--- config.mk ---
export PLATFORM = sky130hd
export DESIGN_NAME = sum_accumulator
export DESIGN_NICKNAME = d
export VERILOG_FILES = /design/src/rtl/sum_accumulator.sv
export SDC_FILE = /design/constraint.sdc
export NUM_CORES = 1
export LEC_CHECK = 0
export CAP_MARGIN = 20
export CORE_ASPECT_RATIO = 0.6
export CORE_UTILIZATION = 35
export CTS_BUF_LIST = sky130_fd_sc_hd__clkbuf_8
export CTS_CLUSTER_SIZE = 14
export DETAILED_ROUTE_END_ITERATION = 16
export HOLD_SLACK_MARGIN = 0.06
export PLACE_DENSITY = 0.67
export SETUP_SLACK_MARGIN = 0.2
export SYNTH_ARGS = -nofsm -noshare
export SYNTH_HDL_FRONTEND = slang
export SYNTH_SLANG_ARGS = --single-unit
--- constraint.sdc ---
create_clock -name clk -period 2.7 [get_ports clk]
set_input_delay 0.27 -clock clk [delete_from_list [all_inputs] [get_ports clk]]
set_output_delay 0.27 -clock clk [all_outputs]
set_load 0.1 [all_outputs]
--- src/rtl/sum_accumulator.sv ---
// Accumulates BLOCK_LEN decoded adder/subtractor results into a saturating signed sum,
// then holds the block result until the downstream side takes it.
module sum_accumulator #(
  parameter int BLOCK_LEN = 4,
  parameter int ACC_WIDTH = 16
) (
  input  logic                        clk,
  input  logic                        rst_n,
  input  logic                        in_valid,
  output logic                        in_ready,
  input  logic [7:0]                  sum,
  input  logic                        carry,
  input  logic                        sub_mode,
  input  logic                        clear,
  output logic                        out_valid,
  input  logic                        out_ready,
  output logic signed [ACC_WIDTH-1:0] acc,
  output logic [7:0]                  count,
  output logic                        sat
);

  // state | meaning
  // IDLE  | empty block, waiting for the first sample
  // ACCUM | block partially filled, still accepting
  // HOLD  | block complete, result presented until handoff
  localparam logic [1:0] IDLE  = 2'd0;
  localparam logic [1:0] ACCUM = 2'd1;
  localparam logic [1:0] HOLD  = 2'd2;

  localparam logic [7:0] LAST_CNT = 8'(BLOCK_LEN);
  localparam logic [ACC_WIDTH-1:0] ACC_MAX = {1'b0, {(ACC_WIDTH-1){1'b1}}};
  localparam logic [ACC_WIDTH-1:0] ACC_MIN = {1'b1, {(ACC_WIDTH-1){1'b0}}};

  logic [1:0]           state_q, state_d;
  logic [ACC_WIDTH-1:0] acc_q, acc_d;
  logic [7:0]           count_q, count_d;
  logic                 sat_q, sat_d;

  logic [9:0]           sample;
  logic [ACC_WIDTH:0]   sample_ext;
  logic [ACC_WIDTH:0]   base_ext;
  logic [ACC_WIDTH:0]   total;
  logic                 ovf;
  logic [ACC_WIDTH-1:0] acc_next;

  // In sub mode carry=1 means no borrow, so the sign bits are the inverted carry.
  assign sample     = sub_mode ? {~carry, ~carry, sum} : {1'b0, carry, sum};
  assign sample_ext = {{(ACC_WIDTH-9){sample[9]}}, sample};
  assign base_ext   = {acc_q[ACC_WIDTH-1], acc_q};
  assign total      = base_ext + sample_ext;
  assign ovf        = total[ACC_WIDTH] != total[ACC_WIDTH-1];
  assign acc_next   = ovf ? (total[ACC_WIDTH] ? ACC_MIN : ACC_MAX) : total[ACC_WIDTH-1:0];

  always_comb begin
    state_d = state_q;
    acc_d   = acc_q;
    count_d = count_q;
    sat_d   = sat_q;
    if (clear) begin
      state_d = IDLE;
      acc_d   = '0;
      count_d = '0;
      sat_d   = 1'b0;
    end else begin
      case (state_q)
        IDLE, ACCUM: begin
          // acc_q, count_q and sat_q are all zero in IDLE, so one path serves both states.
          if (in_valid) begin
            acc_d   = acc_next;
            count_d = count_q + 8'd1;
            sat_d   = sat_q | ovf;
            state_d = (count_d == LAST_CNT) ? HOLD : ACCUM;
          end
        end
        HOLD: begin
          if (out_ready) begin
            state_d = IDLE;
            acc_d   = '0;
            count_d = '0;
            sat_d   = 1'b0;
          end
        end
        default: begin
          state_d = IDLE;
          acc_d   = '0;
          count_d = '0;
          sat_d   = 1'b0;
        end
      endcase
    end
  end

  always_ff @(posedge clk or negedge rst_n) begin
    if (!rst_n) begin
      state_q <= IDLE;
      acc_q   <= '0;
      count_q <= '0;
      sat_q   <= 1'b0;
    end else begin
      state_q <= state_d;
      acc_q   <= acc_d;
      count_q <= count_d;
      sat_q   <= sat_d;
    end
  end

  assign in_ready  = (state_q != HOLD);
  assign out_valid = (state_q == HOLD);
  assign acc       = acc_q;
  assign count     = count_q;
  assign sat       = sat_q;

endmodule

==> results by group <==
Clocking
  – TritonCTS buffer count: 3
  – Htree depth: 1
  – Max Root-Sink Buffers: 2
  – TritonCTS clock tree: yes
  – Clk_lat worst skew: 0.28 ns
  – Sink Count: 27
  – CTS Root Cell: clkbuf_8
  – Clock transition at path regs: 0.11 ns

Placed design
  – # placed instances: 403
  – IO Port Bufs: 41
  – Placer Congestion: 0.919
  – HPWL Detailed: 4.66 mm

Layout
  – Syn-to-layout area delta: 51.0%
  – Share of layout cells above drive strength 1: 0.429
  – Antenna Cells: 0
  – Final net count: 365
  – Filler cell count: 569
  – Post-Layout Cell Count: 417
  – Fin util: 0.550

Synth
  – Main flop type after synthesis: dfrtp_1
  – Synth area leaders: dfrtp_1 30%, ha_1 8.4%, o21ai_0 5.8%
  – Most common cell in the netlist: dfrtp_1
  – Synth Register Bits: 27
  – Area leader, netlist: dfrtp_1
  – Ys Warns: 0
  – Mean Syn Cell Area: 9.01 um^2
  – Top-area cell type share of the netlist area: 0.304
  – Yosys cell types: 60
  – Post-synth EDFFs: 0
  – Synthesized cell area: 0.00223 mm^2
  – Syn Inst Count: 247
  – Syn Nets: 278
  – Fraction of registers with async set/reset: 1.00
  – Post-synth top cells: 27 x dfrtp_1, 26 x o21ai_0, 15 x ha_1, 15 x nand2_1
  – Sequential cell area fraction in the yosys report: 0.304

Critical path
  – Crit. End Element: register
  – Reg-to-Reg End: acc[12]
  – R2r setup slk: -0.07 ns
  – Crit start category: register
  – Crit. Startpoint: acc[0]
  – Largest stage delay, worst path: 0.51 ns
  – Worst path cell trace: ha_4 -> buf_4 -> a211oi_4 -> o211ai_2 -> a41oi_2 -> o221ai_2 -> xor2_2 -> o21a_2 -> a31o_1 -> a211o_1
  – Critical path class: reg -> reg
  – Reg2reg path depth: 10
  – Arrival @ worst endpoint: 2.94 ns
  – CP max stage cell: dfrtp_4
  – Worst-path maximum fanout: 4
  – RR Startpoint: acc[0]
  – Critical Path RT: 2.87 ns

STA
  – Worst Tran Pin Value: 0.502 ns
  – Final worst slack: -0.0697 ns
  – Period utilization: 1.03
  – Max Clk Rate: 361 MHz
  – Min cycle time layout: 2.77 ns
  – RSZ-0062 raised after global routing: true
  – Final setup fails: 11
  – Hold Vio Cnt, Final: 0
  – Clock Skews: 0.00951 ns
  – Slew HR: 0.663
  – Slew Viols, Final: 0

Drt
  – Routed via count: 2266
  – DRC: 0
  – Initial DRC Count: 166
  – Routed Antenna Nets: 0
  – Vias per inst: 5.43
  – Routed wire length: 6.75 mm
  – Wire per inst: 16.2 um
  – DR pass1 iterations: 5

Global routing
  – Gr usage total: 0.209
  – First-pass GRT wire length: 11.1 mm
  – Largest net degree at the start of global routing: 28
  – Grt ovf: 0
  – Number of global-route vias before repair: 2090
  – Initial antenna violation count: 0

Power
  – Pleak: 1.49 nW
  – P per Cell Area: 727 mW/mm^2
  – Max VDD drop: 0.541 mV

Die
  – # IOs: 42
  – Chip Height: 63.8 um
  – Die area: 0.00669 mm^2
  – Core ar.: 0.00611 mm^2
  – Row Count: 22
  – Die X: 105 um
  – Initial Util: 0.364

Run
  – Max-Cap Viols: 0

Status
  – Status: complete, but fails checks
  – Violated checks: setup timing

Worst hold path
  – Min-delay worst type: in -> async
## cell type report
| cell class | count | area, um^2 | area share |
|---|---|---|---|
| Clock buffer | 3 | 41.3 | 0.0123 |
| Clock inverter | 1 | 7.51 | 0.00223 |
| Inverter | 6 | 22.5 | 0.00670 |
| Multi-Input combinational cell | 198 | 1680 | 0.501 |
| Sequential cell | 27 | 704 | 0.210 |
| Tap cell | 84 | 105 | 0.0313 |
| Timing Repair Buffer | 98 | 798 | 0.237 |
## report_power, final
group          leakage, nW  internal, mW  switching (mW)  total [mW]
sequential           0.343         0.483          0.0927       0.575
clock               0.0217         0.105           0.145       0.250
combinational         1.12         0.630           0.990        1.62
total                 1.49          1.22            1.23        2.45
## flip-flops by register name, indices dropped and copies added, names as in the netlist
name and flops:
acc 16, count 8, sat 1, state_q 2
## how the worst max path moves through the flow
stage / end / slack [ns] / cells past startpoint
5_1_grt: acc[14] / -0.19 / 10
2_1_floorplan: acc[14] / -0.08 / 10
3_3_place_gp: acc[12] / -0.56 / 13
4_1_cts: acc[14] / -0.01 / 10
6_report: acc[12] / -0.07 / 10
3_5_place_dp: acc[1] / -0.62 / 13
## kinds of logic after synthesis
family | count (synthesis) | synth area share
AOI/OAI and AO/OA | 92 | 0.303
adders and majority gates | 18 | 0.102
and+or+nand+nor | 71 | 0.174
DFF | 27 | 0.304
buffers and inverters | 22 | 0.0455
muxes | 3 | 0.0135
xor gates and xnor gates | 14 | 0.0585
## stage by stage
step | hold WS [ns] | instance area, um^2 | worst slack, ns | TNS, ns | total power [mW]
finish | 0.358 | 3360 | -0.0697 | -0.373 | 2.45
global route | 0.387 | 3360 | -0.195 | -1.36 | 2.58
CTS | 0.382 | 3300 | -0.0128 | -0.0242 | 2.38
detailed placement | 0.480 | 3010 | -0.620 | -9.38 | 1.98
global placement | 0.481 | 3010 | -0.556 | -8.45 | 1.98
floorplan | -0.0256 | 2270 | -0.0771 | -0.0771 | 1.55
## critical path, delay by kind of cell (launching register included)
family | cells | cell delay [ns]
compound gates | 7 | 1.57
flops | 1 | 0.51
xor+xnor | 1 | 0.24
fa+ha+maj | 1 | 0.17
buf+inv | 1 | 0.14
## per-layer routing
layer / vias up / GRT usage / wire [um]
met3: 4 / 0.0459 / 500
met1: 1078 / 0.334 / 3400
met2: 71 / 0.288 / 2830
li1: 1113 / - / -
met5: - / 0 / 0
met4: 0 / 0.0229 / 23
## layout by cell type (no fill, tap or decap), types with 6 or more instances in the layout
| cell type | instances |
|---|---|
| a21o_1 | 6 |
| a21oi_1 | 7 |
| a221o_1 | 10 |
| buf_4 | 79 |
| clkdlybuf4s50_1 | 11 |
| dfrtp_1 | 14 |
| dfrtp_2 | 8 |
| ha_1 | 6 |
| ha_4 | 8 |
| nand2_1 | 14 |
| nand3_1 | 6 |
| nor2_1 | 10 |
| nor3_1 | 6 |
| o21ai_0 | 23 |
| o21ai_1 | 6 |
| xor2_1 | 8 |
## what timing repair did
| item | 4_1_cts | 5_1_grt |
|---|---|---|
| endpoints found under the hold margin | 0 | 0 |
| pin swaps | 13 | 2 |
| setup buffers | 8 | 2 |
| gates resized for setup | 37 | 10 |
| hold buffers | 0 | 0 |
| gates cloned | 0 | 0 |
| endpoints found under the setup margin | 16 | 17 |
Note: power is estimated with default switching activity, not from simulation.
